**src/rtl/mem_arbiter.sv**
```systemverilog
// mem_arbiter: shares one memory port between the instruction-fetch read
// port (A) and the CPU data read/write port (B). One request per port is
// latched, grants alternate on contention, and the memory handshake is
// sequenced through IDLE -> ISSUE -> (WAIT) -> IDLE.
// Optional build macro MEM_ARB_TIMEOUT_EN adds an abort counter: a stuck
// transaction is acked with 32'hDEADDEAD and a timeout_err pulse.
module mem_arbiter #(
  parameter int TIMEOUT = 255
) (
  input  logic        clock,
  input  logic        reset,
  input  logic        a_request,
  input  logic [31:0] a_addr,
  output logic [31:0] a_rdata,
  output logic        a_ack,
  input  logic        b_request,
  input  logic [31:0] b_addr,
  input  logic        b_write,
  input  logic [3:0]  b_byte_enable,
  input  logic [31:0] b_wdata,
  output logic [31:0] b_rdata,
  output logic        b_ack,
  output logic        mem_request,
  output logic [31:0] mem_addr,
  output logic        mem_write,
  output logic [3:0]  mem_byte_enable,
  output logic [31:0] mem_wdata,
  input  logic        mem_ready,
  input  logic [31:0] mem_rdata,
  input  logic        mem_rvalid,
  output logic        busy,
  output logic        timeout_err
);

  typedef enum logic [1:0] {IDLE, ISSUE, WAIT} state_t;

  state_t      state_q, state_d;
  logic        pend_a_q, pend_a_d;
  logic        pend_b_q, pend_b_d;
  logic        last_grant_b_q, last_grant_b_d;
  logic        grant_b_q, grant_b_d;
  logic [31:0] a_addr_q, a_addr_d;
  logic [31:0] b_addr_q, b_addr_d;
  logic        b_write_q, b_write_d;
  logic [3:0]  b_be_q, b_be_d;
  logic [31:0] b_wdata_q, b_wdata_d;
  logic [31:0] mem_addr_q, mem_addr_d;
  logic        mem_write_q, mem_write_d;
  logic [3:0]  mem_be_q, mem_be_d;
  logic [31:0] mem_wdata_q, mem_wdata_d;
  logic [31:0] a_rdata_q, a_rdata_d;
  logic [31:0] b_rdata_q, b_rdata_d;
  logic        a_ack_q, a_ack_d;
  logic        b_ack_q, b_ack_d;
  logic        timeout_err_d;
  logic        pick_b;
  logic        service_a, service_b;

  assign service_a = (state_q != IDLE) && !grant_b_q;
  assign service_b = (state_q != IDLE) && grant_b_q;

`ifdef MEM_ARB_TIMEOUT_EN
  localparam int CW = ($clog2(TIMEOUT + 1) > 8) ? $clog2(TIMEOUT + 1) : 8;
  logic [CW-1:0] cnt_q, cnt_d;
  logic          timeout_err_q;
  logic          done;
`else
  logic unused_timeout;
  assign unused_timeout = (TIMEOUT != 0);
`endif

  // Request capture, round-robin grant and memory handshake sequencing.
  always_comb begin
    state_d        = state_q;
    pend_a_d       = pend_a_q;
    pend_b_d       = pend_b_q;
    last_grant_b_d = last_grant_b_q;
    grant_b_d      = grant_b_q;
    a_addr_d       = a_addr_q;
    b_addr_d       = b_addr_q;
    b_write_d      = b_write_q;
    b_be_d         = b_be_q;
    b_wdata_d      = b_wdata_q;
    mem_addr_d     = mem_addr_q;
    mem_write_d    = mem_write_q;
    mem_be_d       = mem_be_q;
    mem_wdata_d    = mem_wdata_q;
    a_rdata_d      = a_rdata_q;
    b_rdata_d      = b_rdata_q;
    a_ack_d        = 1'b0;
    b_ack_d        = 1'b0;
    timeout_err_d  = 1'b0;
    pick_b         = 1'b0;
`ifdef MEM_ARB_TIMEOUT_EN
    cnt_d          = cnt_q;
    done           = 1'b0;
`endif

    if (a_request && !pend_a_q && !service_a) begin
      pend_a_d = 1'b1;
      a_addr_d = a_addr;
    end
    if (b_request && !pend_b_q && !service_b) begin
      pend_b_d  = 1'b1;
      b_addr_d  = b_addr;
      b_write_d = b_write;
      b_be_d    = b_byte_enable;
      b_wdata_d = b_wdata;
    end

    case (state_q)
      IDLE: begin
        if (pend_a_d || pend_b_d) begin
          pick_b         = pend_b_d && (!pend_a_d || !last_grant_b_q);
          grant_b_d      = pick_b;
          last_grant_b_d = pick_b;
          state_d        = ISSUE;
`ifdef MEM_ARB_TIMEOUT_EN
          cnt_d          = '0;
`endif
          if (pick_b) begin
            pend_b_d    = 1'b0;
            mem_addr_d  = b_addr_d;
            mem_write_d = b_write_d;
            mem_be_d    = b_be_d;
            mem_wdata_d = b_wdata_d;
          end else begin
            pend_a_d    = 1'b0;
            mem_addr_d  = a_addr_d;
            mem_write_d = 1'b0;
            mem_be_d    = 4'b1111;
            mem_wdata_d = 32'h0;
          end
        end
      end
      ISSUE: begin
        if (mem_ready) begin
          if (mem_write_q) begin
            b_ack_d = 1'b1;
            state_d = IDLE;
          end else begin
            state_d = WAIT;
          end
        end
      end
      WAIT: begin
        if (mem_rvalid) begin
          if (grant_b_q) begin
            b_rdata_d = mem_rdata;
            b_ack_d   = 1'b1;
          end else begin
            a_rdata_d = mem_rdata;
            a_ack_d   = 1'b1;
          end
          state_d = IDLE;
        end
      end
      default: state_d = IDLE;
    endcase

`ifdef MEM_ARB_TIMEOUT_EN
    if (state_q == ISSUE || state_q == WAIT) begin
      cnt_d = cnt_q + 1'b1;
      done  = (state_q == ISSUE && mem_ready) || (state_q == WAIT && mem_rvalid);
      if (!done && cnt_q >= CW'(TIMEOUT - 1)) begin
        state_d       = IDLE;
        timeout_err_d = 1'b1;
        if (grant_b_q) begin
          b_rdata_d = 32'hDEADDEAD;
          b_ack_d   = 1'b1;
        end else begin
          a_rdata_d = 32'hDEADDEAD;
          a_ack_d   = 1'b1;
        end
      end
    end
`endif
  end

  // State and datapath registers; reset drops all in-flight and pending work.
  always_ff @(posedge clock or posedge reset) begin
    if (reset) begin
      state_q        <= IDLE;
      pend_a_q       <= 1'b0;
      pend_b_q       <= 1'b0;
      last_grant_b_q <= 1'b0;
      grant_b_q      <= 1'b0;
      a_addr_q       <= 32'h0;
      b_addr_q       <= 32'h0;
      b_write_q      <= 1'b0;
      b_be_q         <= 4'h0;
      b_wdata_q      <= 32'h0;
      mem_addr_q     <= 32'h0;
      mem_write_q    <= 1'b0;
      mem_be_q       <= 4'h0;
      mem_wdata_q    <= 32'h0;
      a_rdata_q      <= 32'h0;
      b_rdata_q      <= 32'h0;
      a_ack_q        <= 1'b0;
      b_ack_q        <= 1'b0;
    end else begin
      state_q        <= state_d;
      pend_a_q       <= pend_a_d;
      pend_b_q       <= pend_b_d;
      last_grant_b_q <= last_grant_b_d;
      grant_b_q      <= grant_b_d;
      a_addr_q       <= a_addr_d;
      b_addr_q       <= b_addr_d;
      b_write_q      <= b_write_d;
      b_be_q         <= b_be_d;
      b_wdata_q      <= b_wdata_d;
      mem_addr_q     <= mem_addr_d;
      mem_write_q    <= mem_write_d;
      mem_be_q       <= mem_be_d;
      mem_wdata_q    <= mem_wdata_d;
      a_rdata_q      <= a_rdata_d;
      b_rdata_q      <= b_rdata_d;
      a_ack_q        <= a_ack_d;
      b_ack_q        <= b_ack_d;
    end
  end

`ifdef MEM_ARB_TIMEOUT_EN
  // Abort counter and its error pulse.
  always_ff @(posedge clock or posedge reset) begin
    if (reset) begin
      cnt_q         <= '0;
      timeout_err_q <= 1'b0;
    end else begin
      cnt_q         <= cnt_d;
      timeout_err_q <= timeout_err_d;
    end
  end
  assign timeout_err = timeout_err_q;
`else
  assign timeout_err = timeout_err_d;
`endif

  assign mem_request     = (state_q == ISSUE);
  assign mem_addr        = mem_addr_q;
  assign mem_write       = mem_write_q;
  assign mem_byte_enable = mem_be_q;
  assign mem_wdata       = mem_wdata_q;
  assign a_rdata         = a_rdata_q;
  assign b_rdata         = b_rdata_q;
  assign a_ack           = a_ack_q;
  assign b_ack           = b_ack_q;
  assign busy            = (state_q != IDLE) || pend_a_q || pend_b_q;

endmodule
```
**config.mk**
```make
export PLATFORM = sky130hd
export DESIGN_NAME = mem_arbiter
export DESIGN_NICKNAME = d
export VERILOG_FILES = /design/src/rtl/mem_arbiter.sv
export SDC_FILE = /design/constraint.sdc
export NUM_CORES = 1
export LEC_CHECK = 0
export BUFFER_PORTS_ARGS = -buffer_cell sky130_fd_sc_hd__buf_2
export CORE_MARGIN = 3
export CORE_UTILIZATION = 47
export DETAILED_ROUTE_END_ITERATION = 6
export GPL_TIMING_DRIVEN = 0
export PLACE_DENSITY = 0.73
export SLEW_MARGIN = 5
export SYNTH_ARGS = -nofsm -noshare
export SYNTH_HDL_FRONTEND = slang
export SYNTH_SLANG_ARGS = --single-unit
```
**constraint.sdc**
```tcl
create_clock -name clock -period 16.8 [get_ports clock]
set_input_delay 3.36 -clock clock [delete_from_list [all_inputs] [get_ports clock]]
set_output_delay 3.36 -clock clock [all_outputs]
set_load 0.1 [all_outputs]
```
==> impl_metrics.yaml <==
global_routing:
  grt_pass1_vias: 7834
  global_route.overflow_total: 0
  grt_use_total_pct: 22.5
  grt_start_max_net_pins: 126
  number_of_antenna_violations_at_the_first_check_in_global_routing: 3
  global_route_wire_length_before_repair_um: 41300
clocking:
  cts.repair.resized: 0
  cts_setup_buffers: 0
  clk_root_buffer_cell: "sky130_fd_sc_hd__clkbuf_16"
  cts_sinks: 241
  cts.clk_slew.worst_paths_ps: 60
  tritoncts.num_buffers: 26
  cts-hold-fix-buffers: 0
  cts_htree_levels: 1
  cts-root-to-sink-buffers: 3
  cts_tree: "done"
  worstSkewPairLatency_ps: 520
placement:
  gpl.final_weighted_congestion: 0.805
  dpl.hpwl_um: 19300
  numPortBuffers: 275
  dp_slack_ps: 11500
  placed_cell_area_um2: 11700
logic_synthesis:
  synth_xor_area_share_pct: 0
  synth_sequential_area_ratio_pct: 60.7
  synth_area_um2: 9940
  postSynth.asyncResetShare_pct: 100
  ys_warn_count: 0
  synth-edff-count: 0
  synth-seq-cells: 241
  synthesis.area_per_instance_um2: 12.2
  post_synth_num_cell_types: 38
  synth_area_leaders: "sky130_fd_sc_hd__dfrtp_1 61%, sky130_fd_sc_hd__mux2_2 5.9%, sky130_fd_sc_hd__nand2_1 5.1%, sky130_fd_sc_hd__a21o_1 4.8%, sky130_fd_sc_hd__a22o_1 2.9%"
  post-synth-top-area-fraction_pct: 60.7
  synth-compound-area-share_pct: 17.3
  synth.most_common_cell: "sky130_fd_sc_hd__dfrtp_1"
  synth_top_family_by_area: "compound AO/OA/AOI/OAI gates"
  synth_adder_area_share_pct: 0.378
  syn-num-nets: 955
  synth_top_area_cell: "sky130_fd_sc_hd__dfrtp_1"
  synthMuxAreaShare_pct: 7.93
  main_synth_ff_type: "sky130_fd_sc_hd__dfrtp_1"
  netlist_instances: 813
  share_of_synthesized_cell_area_in_and_or_nand_and_nor_gates_pct: 10.3
  most_frequent_cells_after_synthesis: "241 x sky130_fd_sc_hd__dfrtp_1, 134 x sky130_fd_sc_hd__nand2_1, 64 x sky130_fd_sc_hd__a21o_1, 52 x sky130_fd_sc_hd__mux2_2, 44 x sky130_fd_sc_hd__clkbuf_1"
floorplan:
  fp.dieW_um: 151
  floorplan.initialDensity_pct: 48.5
  rows: 52
  floorplan.io_pins: 277
  floorplan.die_area_um2: 22900
  fp.dieH_um: 151
  core_area_um2: 20500
setup_path:
  crit_path_max_incr_delay_ps: 500
  timing.critical_path.fanout_max: 10
  crit_slowest_cell: "sky130_fd_sc_hd__clkbuf_1"
  reg2reg_setup_slack_ps: 14400
  arrival_ps: 2250
  critical_path.startpoint_type: "register"
  reg2reg_depth: 7
  crit_path_frequent_cell: "sky130_fd_sc_hd__buf_2"
  timing.rr.start: "state_q[0]$_DFFE_PP0P_"
  critPathKind: "reg2out"
  rr_endpoint: "mem_addr[23]$_DFFE_PP0P_"
  critPathRequiredTime_ps: 13440
  worstSetupStartpoint: "pend_a_q$_DFF_PP0_"
  critical_path.endpoint_type: "output pin"
  crit_chain: "buf_2 > clkbuf_1 > nor2_1 > nand2_1 > buf_2"
  worstSetupEndpoint: "busy"
drt:
  detail_route.wl_per_cell_um: 19.1
  dr.pass1.iters: 5
  initialDrtViolationCount: 405
  avgViaCountPerCell: 5.52
  routed-via-count: 7781
  drc: 0
  totalWireLength_um: 26900
  antenna_violating_nets_post_route: 0
timing:
  final_hold_viol_count: 0
  grt_setup_unrepaired: "false"
  period_needed_ps: 5610
  worst_clock_skew_ps: 7.22
  layout_setup_ws_ps: 11190
  setup_total_negative_slack_ps: 0
  worst_slew_pin_slew_ps: 824
  layout_worst_path_cycle_share_pct: 33.4
  worst_slew_margin_rel_pct: 45.1
  timing.fmax_ghz: 0.178
  drv_slew: 0
  finalSetupViolations: 0
cells_and_area:
  final_nets: 1259
  drive_above_1_share_pct: 34.4
  final_design_area_no_fill_um2: 12500
  layout.filler_cells: 1695
  area_growth_pct: 26.0
outcome:
  outcome: "completed"
min_path:
  path_category_of_the_worst_min_delay_check: "reg2reg"
run:
  maxCapViolCount: 0
==> critical path, delay by kind of cell, from the launching register on <==
kind	cells	cell delay, ps
and+or+nand+nor	2	160
DFF	1	370
buffers and inverters	3	1190
==> sequential cells by signal, summed over array words and instances, names as in the netlist, 2 cells and up <==
register,cells
b_be_q,4
state_q,2
a_addr_q,32
mem_wdata,32
a_rdata,32
b_wdata_q,32
b_rdata,32
b_addr_q,32
mem_byte_enable,4
mem_addr,32
==> layout make-up <==
class / instances / area [um2] / share of cell area (%)
tap: 270 / 338 / 2.70
inverter: 7 / 33.8 / 0.270
antenna: 4 / 10.0 / 0.0799
sequential: 241 / 6030 / 48.1
buffer: 69 / 312 / 2.49
timing repair buffer: 276 / 1400 / 11.2
clock buffer: 45 / 813 / 6.49
multi-input combinational: 496 / 3570 / 28.5
clock inverter: 2 / 13.8 / 0.110
==> worst min-delay path by stage <==
stage / from / to / slack, ps / depth (start not counted)
floorplan: b_addr_q[10]$_DFF_PP0_ / b_addr_q[10]$_DFF_PP0_ / 450 / 1
global placement: b_addr_q[24]$_DFF_PP0_ / b_addr_q[24]$_DFF_PP0_ / 450 / 1
detailed placement: a_rdata[31]$_DFFE_PP0P_ / a_rdata[31]$_DFFE_PP0P_ / 460 / 2
CTS: a_rdata[31]$_DFFE_PP0P_ / a_rdata[31]$_DFFE_PP0P_ / 470 / 2
global route: b_addr_q[0]$_DFF_PP0_ / b_addr_q[0]$_DFF_PP0_ / 480 / 1
finish: a_rdata[0]$_DFFE_PP0P_ / a_rdata[0]$_DFFE_PP0P_ / 470 / 2
==> layer usage <==
metal / GRT usage (%) / routed length [um] / vias to the layer above
met5: 0 / 31 / -
met4: 7.57 / 893 / 6
met3: 4.73 / 1930 / 66
met2: 36.5 / 12700 / 294
met1: 30.4 / 11400 / 3821
li1: - / - / 3594
==> cells by family after synthesis <==
| group | Yosys count |
|---|---|
| flip-flops | 241 |
| AND/OR/NAND/NOR | 212 |
| AO/OA/AOI/OAI | 210 |
| buffers and inverters | 76 |
| multiplexers | 70 |
| adder cells (fa/ha/maj) | 3 |
| other | 1 |
==> cell usage in the layout, fill, tap and decap left out, drive strengths merged, types with 2 or more instances in the layout <==
cell type / count
clkbuf: 89
inv: 8
nor3b: 32
nand2b: 2
and3: 33
ha: 3
nor2: 4
o22a: 4
o21ai: 2
a22o: 33
mux2: 70
a21boi: 2
a221oi: 32
nand2: 134
a21o: 64
nand3: 3
diode: 4
o31ai: 34
a21oi: 3
buf: 301
dfrtp: 241
a2111oi: 32
==> stage by stage <==
stage / util, % / cells / hold WS, ps
5_1_grt: 61.1 / 1406 / 484
6_report: 61.1 / 1410 / 468
4_1_cts: 61.1 / 1406 / 471
3_5_place_dp: 57.0 / 1359 / 457
3_3_place_gp: 56.9 / 1358 / 453
2_1_floorplan: - / 813 / 445
Power is not shown: default switching activity piles up to over one toggle a cycle in this logic, so the estimate is an artifact.
